File: config.mk
export PLATFORM = sky130hd
export DESIGN_NAME = instr_fetch_unit
export DESIGN_NICKNAME = d
export VERILOG_FILES = /design/src/rtl/instr_fetch_unit.sv
export SDC_FILE = /design/constraint.sdc
export NUM_CORES = 1
export LEC_CHECK = 0
export CAP_MARGIN = 20
export CELL_PAD_IN_SITES_DETAIL_PLACEMENT = 1
export CELL_PAD_IN_SITES_GLOBAL_PLACEMENT = 1
export CORE_AREA = 3 3 152 154
export DETAILED_ROUTE_END_ITERATION = 7
export DIE_AREA = 0 0 155 157
export PLACE_DENSITY_LB_ADDON = 0.08
export SETUP_SLACK_MARGIN = 0.5
export SLEW_MARGIN = 5
export SYNTH_ARGS = -nofsm -noshare
export SYNTH_HDL_FRONTEND = slang
export SYNTH_SLANG_ARGS = --single-unit
File: constraint.sdc
create_clock -name clk -period 14.4 [get_ports clk]
set_input_delay 3.6 -clock clk [delete_from_list [all_inputs] [get_ports clk]]
set_output_delay 3.6 -clock clk [all_outputs]
set_load 0.02 [all_outputs]
File: src/rtl/instr_fetch_unit.sv
// Instruction-fetch stage feeding the RV32 decoder.
// Keeps the fetch PC, issues one word read at a time to instruction memory,
// buffers returned words in a small FIFO and hands them to the decoder as
// instruction/pc_out qualified by a single-cycle id_en pulse. A redirect
// flushes everything fetched so far and restarts fetch at the new target.
module instr_fetch_unit #(
  parameter logic [31:0] RESET_PC   = 32'h0000_0000,
  parameter int          FIFO_DEPTH = 2
) (
  input  logic        clk,
  input  logic        reset,
  input  logic        stall,
  input  logic        redirect_valid,
  input  logic [31:0] redirect_pc,
  output logic        imem_req,
  output logic [31:0] imem_addr,
  input  logic        imem_ready,
  input  logic        imem_rvalid,
  input  logic [31:0] imem_rdata,
  output logic [31:0] instruction,
  output logic [31:0] pc_out,
  output logic        id_en
);

  localparam int PTR_W = (FIFO_DEPTH > 1) ? $clog2(FIFO_DEPTH) : 1;
  localparam int CNT_W = PTR_W + 1;
  localparam logic [CNT_W-1:0] DEPTH_C = CNT_W'(FIFO_DEPTH);

  // Fetch sequencer states: REQ may issue, WAIT holds a live read,
  // DROP holds a read whose data must be thrown away.
  typedef enum logic [1:0] {
    ST_REQ  = 2'd0,
    ST_WAIT = 2'd1,
    ST_DROP = 2'd2
  } state_t;

  // Force the two low bits of a fetch target to zero.
  function automatic logic [31:0] word_align(input logic [31:0] addr);
    return addr & 32'hFFFF_FFFC;
  endfunction

  // Next sequential word address; wraps naturally at the top of memory.
  function automatic logic [31:0] next_word(input logic [31:0] addr);
    return addr + 32'd4;
  endfunction

  state_t            state_r;
  logic [31:0]       fetch_pc_r;
  logic [31:0]       wait_pc_r;

  logic [31:0]       fifo_pc_r   [FIFO_DEPTH];
  logic [31:0]       fifo_data_r [FIFO_DEPTH];
  logic [PTR_W-1:0]  rd_ptr_r;
  logic [PTR_W-1:0]  wr_ptr_r;
  logic [CNT_W-1:0]  count_r;

  logic              fifo_full_s;
  logic              fifo_empty_s;
  logic              req_s;
  logic              accept_s;
  logic              push_s;
  logic              pop_s;

  assign fifo_full_s  = (count_r == DEPTH_C);
  assign fifo_empty_s = (count_r == {CNT_W{1'b0}});

  // A request is withdrawn in a redirect cycle so the old stream never gets
  // a new beat accepted; reset also holds it low.
  assign req_s    = !reset && (state_r == ST_REQ) && !fifo_full_s && !redirect_valid;
  assign accept_s = req_s && imem_ready;

  // Returned data is kept only in WAIT and only if no flush happens now.
  assign push_s   = !reset && (state_r == ST_WAIT) && imem_rvalid && !redirect_valid;
  assign pop_s    = !reset && !fifo_empty_s && !stall && !redirect_valid;

  assign imem_req  = req_s;
  assign imem_addr = fetch_pc_r;

  // Fetch sequencer: tracks the outstanding read and advances the fetch PC.
  always_ff @(posedge clk) begin
    if (reset) begin
      state_r    <= ST_REQ;
      fetch_pc_r <= RESET_PC;
      wait_pc_r  <= RESET_PC;
    end else begin
      case (state_r)
        ST_REQ: begin
          if (redirect_valid) begin
            fetch_pc_r <= word_align(redirect_pc);
          end else if (accept_s) begin
            wait_pc_r  <= fetch_pc_r;
            fetch_pc_r <= next_word(fetch_pc_r);
            state_r    <= ST_WAIT;
          end else begin
            state_r    <= ST_REQ;
          end
        end
        ST_WAIT: begin
          if (redirect_valid) begin
            fetch_pc_r <= word_align(redirect_pc);
            // The in-flight read still owes a response unless it lands now.
            state_r    <= imem_rvalid ? ST_REQ : ST_DROP;
          end else if (imem_rvalid) begin
            state_r    <= ST_REQ;
          end else begin
            state_r    <= ST_WAIT;
          end
        end
        ST_DROP: begin
          if (redirect_valid) begin
            fetch_pc_r <= word_align(redirect_pc);
          end else begin
            fetch_pc_r <= fetch_pc_r;
          end
          if (imem_rvalid) begin
            state_r <= ST_REQ;
          end else begin
            state_r <= ST_DROP;
          end
        end
        default: begin
          state_r <= ST_REQ;
        end
      endcase
    end
  end

  // FIFO bookkeeping: pointers and occupancy, cleared by a redirect flush.
  always_ff @(posedge clk) begin
    if (reset) begin
      rd_ptr_r <= {PTR_W{1'b0}};
      wr_ptr_r <= {PTR_W{1'b0}};
      count_r  <= {CNT_W{1'b0}};
    end else if (redirect_valid) begin
      rd_ptr_r <= {PTR_W{1'b0}};
      wr_ptr_r <= {PTR_W{1'b0}};
      count_r  <= {CNT_W{1'b0}};
    end else begin
      if (push_s) begin
        wr_ptr_r <= wr_ptr_r + PTR_W'(1);
      end else begin
        wr_ptr_r <= wr_ptr_r;
      end
      if (pop_s) begin
        rd_ptr_r <= rd_ptr_r + PTR_W'(1);
      end else begin
        rd_ptr_r <= rd_ptr_r;
      end
      case ({push_s, pop_s})
        2'b10:   count_r <= count_r + CNT_W'(1);
        2'b01:   count_r <= count_r - CNT_W'(1);
        default: count_r <= count_r;
      endcase
    end
  end

  // FIFO storage: each entry keeps the word together with its fetch address.
  always_ff @(posedge clk) begin
    if (push_s) begin
      fifo_pc_r[wr_ptr_r]   <= wait_pc_r;
      fifo_data_r[wr_ptr_r] <= imem_rdata;
    end
  end

  // Decoder-facing output register: one id_en pulse per popped word.
  always_ff @(posedge clk) begin
    if (reset) begin
      instruction <= 32'h0000_0000;
      pc_out      <= 32'h0000_0000;
      id_en       <= 1'b0;
    end else if (pop_s) begin
      instruction <= fifo_data_r[rd_ptr_r];
      pc_out      <= fifo_pc_r[rd_ptr_r];
      id_en       <= 1'b1;
    end else begin
      id_en       <= 1'b0;
    end
  end

endmodule

* Word-level counts from Yosys, hierarchy flattened
Memories as Yosys holds them, arrays and structs flattened. A register that Yosys moved wholly into a read port is not among the register bits.
Index checks and enable logic that the tools add are counted.
** Operators by class
- Reductions and logical operators :: 23
- Add/sub/neg operators :: 5
- Eq/ne operators :: 8
- Bitwise gates (word level) :: 1
- Muxes and demuxes :: 14
** Operator list (count)
- 2-to-1 mux 32 bit :: 3
- one-hot mux 32 bit (2 select lines) :: 1
- adder 32 x 3 -> 32 bit, second input constant :: 1
- logical AND 1 bit :: 10
- == test 2 bit, second input constant :: 3
- 2-to-1 mux 2 bit :: 3
- one-hot mux 2 bit (3 select lines) :: 1
- AND reduction 3 bit :: 2
- zero test 1 bit :: 5
- 2-to-1 mux 1 bit :: 5
- == test 2 x 1 -> 1 bit, second input constant :: 2
- zero test 2 bit :: 2
- one-hot mux 2 bit (2 select lines) :: 1
- nonzero test 2 bit :: 2
- OR reduction 2 bit :: 2
- inequality test 3 bit, second input constant :: 1
- adder 1 bit, second input constant :: 2
- adder 2 x 1 -> 2 bit, second input constant :: 1
- inequality test 2 x 1 -> 1 bit, second input constant :: 1
- inequality test 2 bit, second input constant :: 1
- subtractor 2 x 1 -> 2 bit, second input constant :: 1
- NOT 1 bit :: 1
** Word-level totals
- Memories kept :: 2
- Logic and storage cells :: 60
- Memory bits (writable) :: 128
- Flip-flop bits (word level) :: 71
- Bits of input ports :: 70
** Memory list
- fifo_data_r :: depth 2, bits a word 32, read ports 1, clocked after memory_dff 1, wr ports 1, line 52 : logic [31:0] fifo_data_r [FIFO_DEPTH];
- fifo_pc_r :: depth 2, bits a word 32, read ports 1, clocked after memory_dff 1, wr ports 1, line 51 : logic [31:0] fifo_pc_r [FIFO_DEPTH];

* Logic depth before layout (Yosys ltp)
Gate-level depths: netlist of run 1.
- Word-level depth :: 8
- Mapped depth :: 9
- Depth with buffers taken out :: 7

* Worst setup path before layout of run 1
Ideal clock, no wire load.
- Path type :: input port to output port
- Start :: input port reset
- End :: output port imem_req
- Slack :: 6.625 ns
- Stages on the path :: 3
- Data arrival time :: 4.175 ns
- Cells stage by stage :: clkbuf_1 nor2_1 and3_1
** On the way
- Longest elaborated chain between the ends :: 4
** Ends and longest elaborated chain
- start: declaration :: line 11 : input logic reset,
- zero test 1 bit :: line 69 : assign req_s = !reset && (state_r == ST_REQ) && !fifo_full_s && !redirect_valid;
- logical AND 1 bit (3 in a row) :: line 69
- end: declaration :: line 15 : output logic imem_req,
Every way passes these cells.

* Worst setup path after layout of run 1
- Start :: input port redirect_valid
- End :: output port imem_req
** On the way
- Longest elaborated chain between the ends :: 2
** Ends and longest elaborated chain
- start: declaration :: line 13 : input logic redirect_valid,
- zero test 1 bit :: line 69
- logical AND 1 bit :: line 69
Every way passes these cells.

==> flow_metrics.py, run 1 <==
metrics = {
    "status": {
        "status": "finished clean",
    },
    "logic_synthesis": {
        "synth_top_area_share_pct": 37.87,
        "yosys_warnings": 0,
        "yosys.area_share.adder_pct": 0.7635,
        "synth_edf_count": 124,
        "synth-xor-area-share_pct": 0.3563,
        "synth_cells": 854,
        "seq_area_frac_synth_pct": 64.13,
        "ys_ff_latch": 253,
        "synth_top_family_by_area": "compound AO/OA/AOI/OAI gates",
        "synth_compound_area_share_pct": 13.73,
        "synthArstFlopShare_pct": 0,
        "yosys-top-cells-area": "edfxtp_1 38%, dfxtp_1 26%, mux2i_1 6.3%",
        "synthMuxAreaShare_pct": 6.311,
        "synth-simple-area-share_pct": 11.49,
        "synth.distinct_cells": 59,
        "avgSynthCellArea_um2": 11.51,
        "synthFlopType": "dfxtp_1",
        "synth_area_leader_cell": "edfxtp_1",
        "syn-cell-area_um2": 9833,
    },
    "timing": {
        "fin_crit_sh_pct": 61.74,
        "hold_violations": 0,
        "setup_viol": 0,
        "period_needed_ns": 8.891,
        "fin_tns_setup_ns": 0,
        "drv_slew": 0,
        "clock_skew_ns": 0.01057,
        "relSlewSlack_pct": 33.19,
        "clock.fmax_ghz": 0.1125,
        "grt_setup_unrepaired": "no",
        "worstMarginPinSlew_ns": 1.002,
    },
    "power": {
        "leakagePower_nw": 3.805,
        "powerDensity_nw_per_um2": 120.2,
        "peakVddDrop_mv": 0.06643,
    },
    "global_routing": {
        "grt_overflow": 0,
        "grt_max_degree": 67,
        "grt_pass1_vias": 7138,
        "grtUsageTotal_pct": 19.11,
        "grt_pass1_wl_um": 38150,
        "antenna_found_initial": 0,
    },
    "clock_tree": {
        "cts_tree": "yes",
        "cts.repair.resized": 0,
        "post-cts-setup-buffers": 0,
        "cts.htree.levels": 1,
        "root_buffer": "clkbuf_16",
        "cts_buffers": 26,
        "cts_buffer_depth": 3,
        "cts_sinks": 253,
        "clk-insertion-delay-late_ns": 0.52,
        "cts_hold_buf": 0,
        "path_clk_slew_ns": 0.06,
    },
    "route": {
        "drt-total-wl_um": 23660,
        "met1Wirelength_um": 11180,
        "drc_errors": 0,
        "num_vias": 7025,
        "vias_per_cell": 5.450,
        "met2_wirelength_um": 10780,
        "dr.pass1.iters": 4,
        "wl_met3_um": 1338,
        "first_iter_violations": 318,
        "ant_nets": 0,
        "wl_per_cell_um": 18.36,
        "top_layer_used": "met4",
    },
    "placed_design": {
        "dpl_cell_area_um2": 11670,
        "globalplace.congestion": 0.8410,
        "hpwl_um": 15140,
        "portBuffers": 161,
    },
    "floorplanning": {
        "dieArea_um2": 24340,
        "io_pins": 168,
        "die_x_um": 155,
        "core_area_um2": 21820,
        "row_count": 54,
        "start_util_pct": 45.06,
        "die_h_um": 157,
    },
    "setup_path": {
        "timing.rr.end": "imem_addr[13]$_SDFFE_PP0P_",
        "reg2reg_slack_ns": 11.77,
        "reg2regPathDepth": 5,
        "critical_path_class": "in -> out",
        "startpoint_type": "input port",
        "rr_startpoint": "state_r[0]$_SDFFE_PP0P_",
        "required_ns": 10.80,
        "crit_fanout": 13,
        "worstPathArrival_ns": 5.29,
        "endpoint_kind": "primary output",
    },
    "final_layout": {
        "layout-drive-gt1-share_pct": 6.442,
        "fillers": 2283,
        "antennaDiodeCount": 0,
        "fin_nets": 1067,
        "area_delta_synth_final_pct": 26.90,
        "final_util_pct": 57.18,
        "design_area_um2": 12480,
    },
    "job": {
        "maxCapViolCount": 0,
    },
    "min_path": {
        "hp-class": "reg -> reg",
        "min_path_cells": 0,
        "hold_path_end": "fifo_pc_r[0][30]$_DFFE_PP_",
        "worstHoldStart": "wait_pc_r[30]$_SDFFE_PP0P_",
    },
}
[cells in the mapped netlist, drive strengths merged (3+ instances only)]
| master | n |
|---|---|
| dfxtp | 129 |
| edfxtp | 124 |
| nand2 | 100 |
| nor2 | 81 |
| a211oi | 72 |
| a21oi | 64 |
| mux2i | 62 |
| clkbuf | 49 |
| o21ai | 29 |
| buf | 16 |
| nand3 | 11 |
| nand4 | 11 |
| inv | 10 |
| nor3 | 10 |
| nor4 | 7 |
| o31ai | 7 |
| ha | 6 |
| nand2b | 6 |
| a21o | 4 |
| a31oi | 4 |
| and2 | 4 |
| or3 | 4 |
| a311oi | 3 |
| and4 | 3 |
| o41ai | 3 |
| or4 | 3 |
| xnor2 | 3 |
[through the flow]
stage	setup slack, ns	hold slack (ns)	instances	power, W
2_1_floorplan	6.625	0.4254	857	0.0008318
3_3_place_gp	5.530	0.4316	1241	0.0008793
3_5_place_dp	5.520	0.4421	1243	0.0008815
4_1_cts	5.509	0.4491	1289	0.001516
5_1_grt	5.416	0.4735	1289	0.001556
6_report	5.509	0.4506	1289	0.001500
[where the power goes]
part	total, W	switching [W]	internal, W
Sequential	0.000777	0.0000159	0.000761
Clock	0.000633	0.000263	0.000370
Combinational	0.0000898	0.0000486	0.0000413
Total	0.00150	0.000327	0.00117
[registers in the layout, summed over array words and instances, names as in the netlist]
register,cells
fifo_data_r,64
fifo_pc_r,60
instruction,32
imem_addr,30
pc_out,30
wait_pc_r,30
count_r,2
state_r,2
id_en,1
rd_ptr_r,1
wr_ptr_r,1
[cell usage in the layout, fill, tap and decap left out, types with 4 or more instances in the layout]
cell,count
clkdlybuf4s50_1,160
a211oi_1,72
clkinv_1,4
nand2_1,100
clkinv_2,4
a31oi_1,4
clkbuf_1,6
and2_1,4
nand2b_1,6
conb_1,4
ha_1,6
buf_4,9
nor2_1,78
or3_1,4
nor4_1,4
clkbuf_16,27
dfxtp_1,128
nand4_1,9
nand3_1,11
edfxtp_1,124
a21oi_1,64
nor3_1,8
o31ai_1,7
inv_1,9
o21ai_0,26
mux2i_1,62
a21o_1,4
[area by class of cell]
cell class	instances	area [µm²]	share of cell area (%)
sequential	253	6310	50.57
tap	280	350.3	2.808
clock inverter	11	86.33	0.6919
clock buffer	35	725.7	5.816
inverter	11	41.29	0.3309
timing repair buffer	171	1712	13.72
multi-input combinational	528	3253	26.07
[routing by layer]
| layer | vias up | global-route usage, % |
|---|---|---|
| met4 | 0 | 4.584 |
| met2 | 179 | 30.75 |
| met5 | - | 0 |
| met1 | 3401 | 27.12 |
| li1 | 3414 | - |
| met3 | 31 | 3.437 |
[worst max-delay path, stage by stage]
cell and delay, ns:
clkdlybuf4s50_1 0.62, nor2_1 0.21, and3_1 0.23, clkdlybuf4s50_1 0.63
[worst max-delay path by stage]
| stage | startpoint | end | slack (ns) | cells past startpoint |
|---|---|---|---|---|
| finish | redirect_valid | imem_req | 5.51 | 4 |
| global route | redirect_valid | imem_req | 5.42 | 4 |
| CTS | redirect_valid | imem_req | 5.51 | 4 |
| detailed placement | redirect_valid | imem_req | 5.52 | 4 |
| global placement | redirect_valid | imem_req | 5.53 | 4 |
| floorplan | reset | imem_req | 6.62 | 3 |
[cell families after synthesis]
| logic type | Yosys count |
|---|---|
| flops | 253 |
| simple gates | 248 |
| compound gates | 204 |
| buf+inv | 76 |
| mux | 62 |
| fa+ha+maj | 6 |
| xor+xnor | 4 |
| other cells | 1 |
No activity file was read; power rests on OpenSTA's default activity.
==> run 2, diff against run 1 <==
--- a/config.mk
+++ b/config.mk
@@ -8,9 +8,9 @@
 export CAP_MARGIN = 20
 export CELL_PAD_IN_SITES_DETAIL_PLACEMENT = 1
 export CELL_PAD_IN_SITES_GLOBAL_PLACEMENT = 1
-export CORE_AREA = 3 3 152 154
+export CORE_AREA = 3 3 165 167
 export DETAILED_ROUTE_END_ITERATION = 7
-export DIE_AREA = 0 0 155 157
+export DIE_AREA = 0 0 168 170
 export PLACE_DENSITY_LB_ADDON = 0.08
 export SETUP_SLACK_MARGIN = 0.5
 export SLEW_MARGIN = 5
==> constraint.sdc (replaced) <==
create_clock -name clk -period 7.95 [get_ports clk]
set_input_delay 1.9875 -clock clk [delete_from_list [all_inputs] [get_ports clk]]
set_output_delay 1.9875 -clock clk [all_outputs]
set_load 0.02 [all_outputs]
==> run 2 against run 1 <==
Clock-buffer cell count rose by 5; register-to-register slack got worse by 6.4 ns; worst setup slack got worse by 3.2 ns; via count fell by 0.84%; critical path depth did not move; sequential power rose by 81%; cell area rose by 1.3%; total power rose by 87%; flip-flop and latch count did not move; clock power rose by 96%; critical endpoint unchanged.
==> flow_metrics.py, run 2 (synthesis gave the netlist of run 1 again) <==
metrics = {
    "floorplanning": {
        "io_pins": 168,
        "start_util_pct": 37.95,
        "die_x_um": 168,
        "row_count": 59,
        "dieArea_um2": 28560,
        "core_area_um2": 25910,
        "die_h_um": 170,
    },
    "power": {
        "peakVddDrop_mv": 0.1583,
        "powerDensity_nw_per_um2": 222.3,
        "leakagePower_nw": 3.855,
    },
    "global_routing": {
        "grt_pass1_wl_um": 38810,
        "grt_overflow": 0,
        "grtUsageMet3_pct": 2.718,
        "grtUsageTotal_pct": 16.55,
        "use_met2_pct": 27.52,
        "antenna_found_initial": 0,
        "top_usage_layer": "met2",
        "grt_max_degree": 126,
        "grt_pass1_vias": 7154,
        "grtUsageMet1_pct": 23.15,
    },
    "timing": {
        "grt_setup_unrepaired": "no",
        "worstMarginPinSlew_ns": 0.9177,
        "hold_violations": 0,
        "drv_slew": 0,
        "relSlewSlack_pct": 38.82,
        "clock_skew_ns": 0.007742,
        "period_needed_ns": 5.657,
        "fin_crit_sh_pct": 71.15,
        "clock.fmax_ghz": 0.1768,
        "setup_viol": 0,
        "fin_tns_setup_ns": 0,
    },
    "placed_design": {
        "dpl_cell_area_um2": 11730,
        "portBuffers": 161,
        "globalplace.congestion": 0.7463,
        "hpwl_um": 15320,
    },
    "setup_path": {
        "worstPathArrival_ns": 3.67,
        "startpoint_type": "input port",
        "endpoint_kind": "primary output",
        "critical_path_class": "in -> out",
        "required_ns": 5.96,
        "crit_fanout": 13,
    },
    "final_layout": {
        "largest_reg_flops": 64,
        "seq_area_um2": 6310,
        "fillers": 2711,
        "reg_top3": "fifo_data_r (64), fifo_pc_r (60), instruction (32)",
        "multi_input_area_um2": 3253,
        "area_delta_synth_final_pct": 28.57,
        "fin_nets": 1069,
        "design_area_um2": 12640,
        "layout_common_cells": "160 x clkdlybuf4s50_1, 128 x dfxtp_1, 124 x edfxtp_1, 100 x nand2_1, 78 x nor2_1",
        "antennaDiodeCount": 0,
        "top_register": "fifo_data_r",
        "layout-drive-gt1-share_pct": 7.094,
        "final_common_cell": "clkdlybuf4s50_1",
    },
    "clock_tree": {
        "cts_tree": "yes",
        "cts_buffers": 29,
        "clk-insertion-delay-late_ns": 0.52,
        "root_buffer": "clkbuf_16",
        "path_clk_slew_ns": 0.06,
        "cts_hold_buf": 0,
        "post-cts-setup-buffers": 0,
        "cts.htree.levels": 1,
        "cts_sinks": 253,
        "cts.repair.resized": 0,
        "cts_buffer_depth": 3,
    },
    "route": {
        "ant_nets": 0,
        "first_iter_violations": 296,
        "wl_per_cell_um": 18.11,
        "drt-total-wl_um": 24460,
        "vias_per_cell": 5.160,
        "dr.pass1.iters": 4,
        "drc_errors": 0,
        "num_vias": 6966,
    },
    "status": {
        "status": "finished clean",
    },
    "job": {
        "maxCapViolCount": 0,
    },
    "min_path": {
        "hp-class": "reg -> reg",
    },
}
[run 2: where the power goes]
| group | internal (W) | switching (W) |
|---|---|---|
| clock network | 0.000739 | 0.000503 |
| registers | 0.00138 | 0.0000286 |
| logic | 0.0000747 | 0.0000867 |
| total | 0.00219 | 0.000619 |
[run 2: final cells by class]
| cell class | instances | area share [%] |
|---|---|---|
| Multi-Input combinational cell | 528 | 25.73 |
| Sequential cell | 253 | 49.91 |
| Clock buffer | 40 | 6.384 |
| Inverter | 11 | 0.3266 |
| Timing Repair Buffer | 170 | 13.58 |
| Tap cell | 335 | 3.316 |
| Clock inverter | 13 | 0.7522 |
[run 2: stage by stage]
step                      setup WS, ns  cells  hold WS [ns]  utilization (%)  total power (W)
after global placement           2.290   1295        0.4308            45.14         0.001593
after global routing             2.198   1350        0.4636            48.79         0.002921
after floorplan                  2.415    857        0.4254                -         0.001507
final                            2.293   1350        0.4484            48.79         0.002811
after CTS                        2.278   1349        0.4519            48.73         0.002851
after detailed placement         2.284   1296        0.4381            45.25         0.001596
[run 2: worst max-delay path, stage by stage]
cell	delay, ns
clkdlybuf4s50_1	0.63
nor2_1	0.22
and3_1	0.21
clkdlybuf4s50_1	0.62
[run 2: final timing paths]
check                             startpoint                         end  slack [ns]  depth (start not counted)
setup / recovery              redirect_valid                    imem_req        2.29                          4
hold / removal    wait_pc_r[20]$_SDFFE_PP0P_  fifo_pc_r[1][20]$_DFFE_PP_        0.45                          0
setup reg to reg     state_r[0]$_SDFFE_PP0P_  imem_addr[13]$_SDFFE_PP0P_        5.36                          5
hold reg to reg   wait_pc_r[20]$_SDFFE_PP0P_  fifo_pc_r[1][20]$_DFFE_PP_        0.45                          0
[run 2: routing by layer]
layer | vias to the layer above | routed length [µm]
li1 | 3415 | -
met1 | 3353 | 11750
met2 | 171 | 11190
met3 | 27 | 1201
met4 | 0 | 315
met5 | - | 0
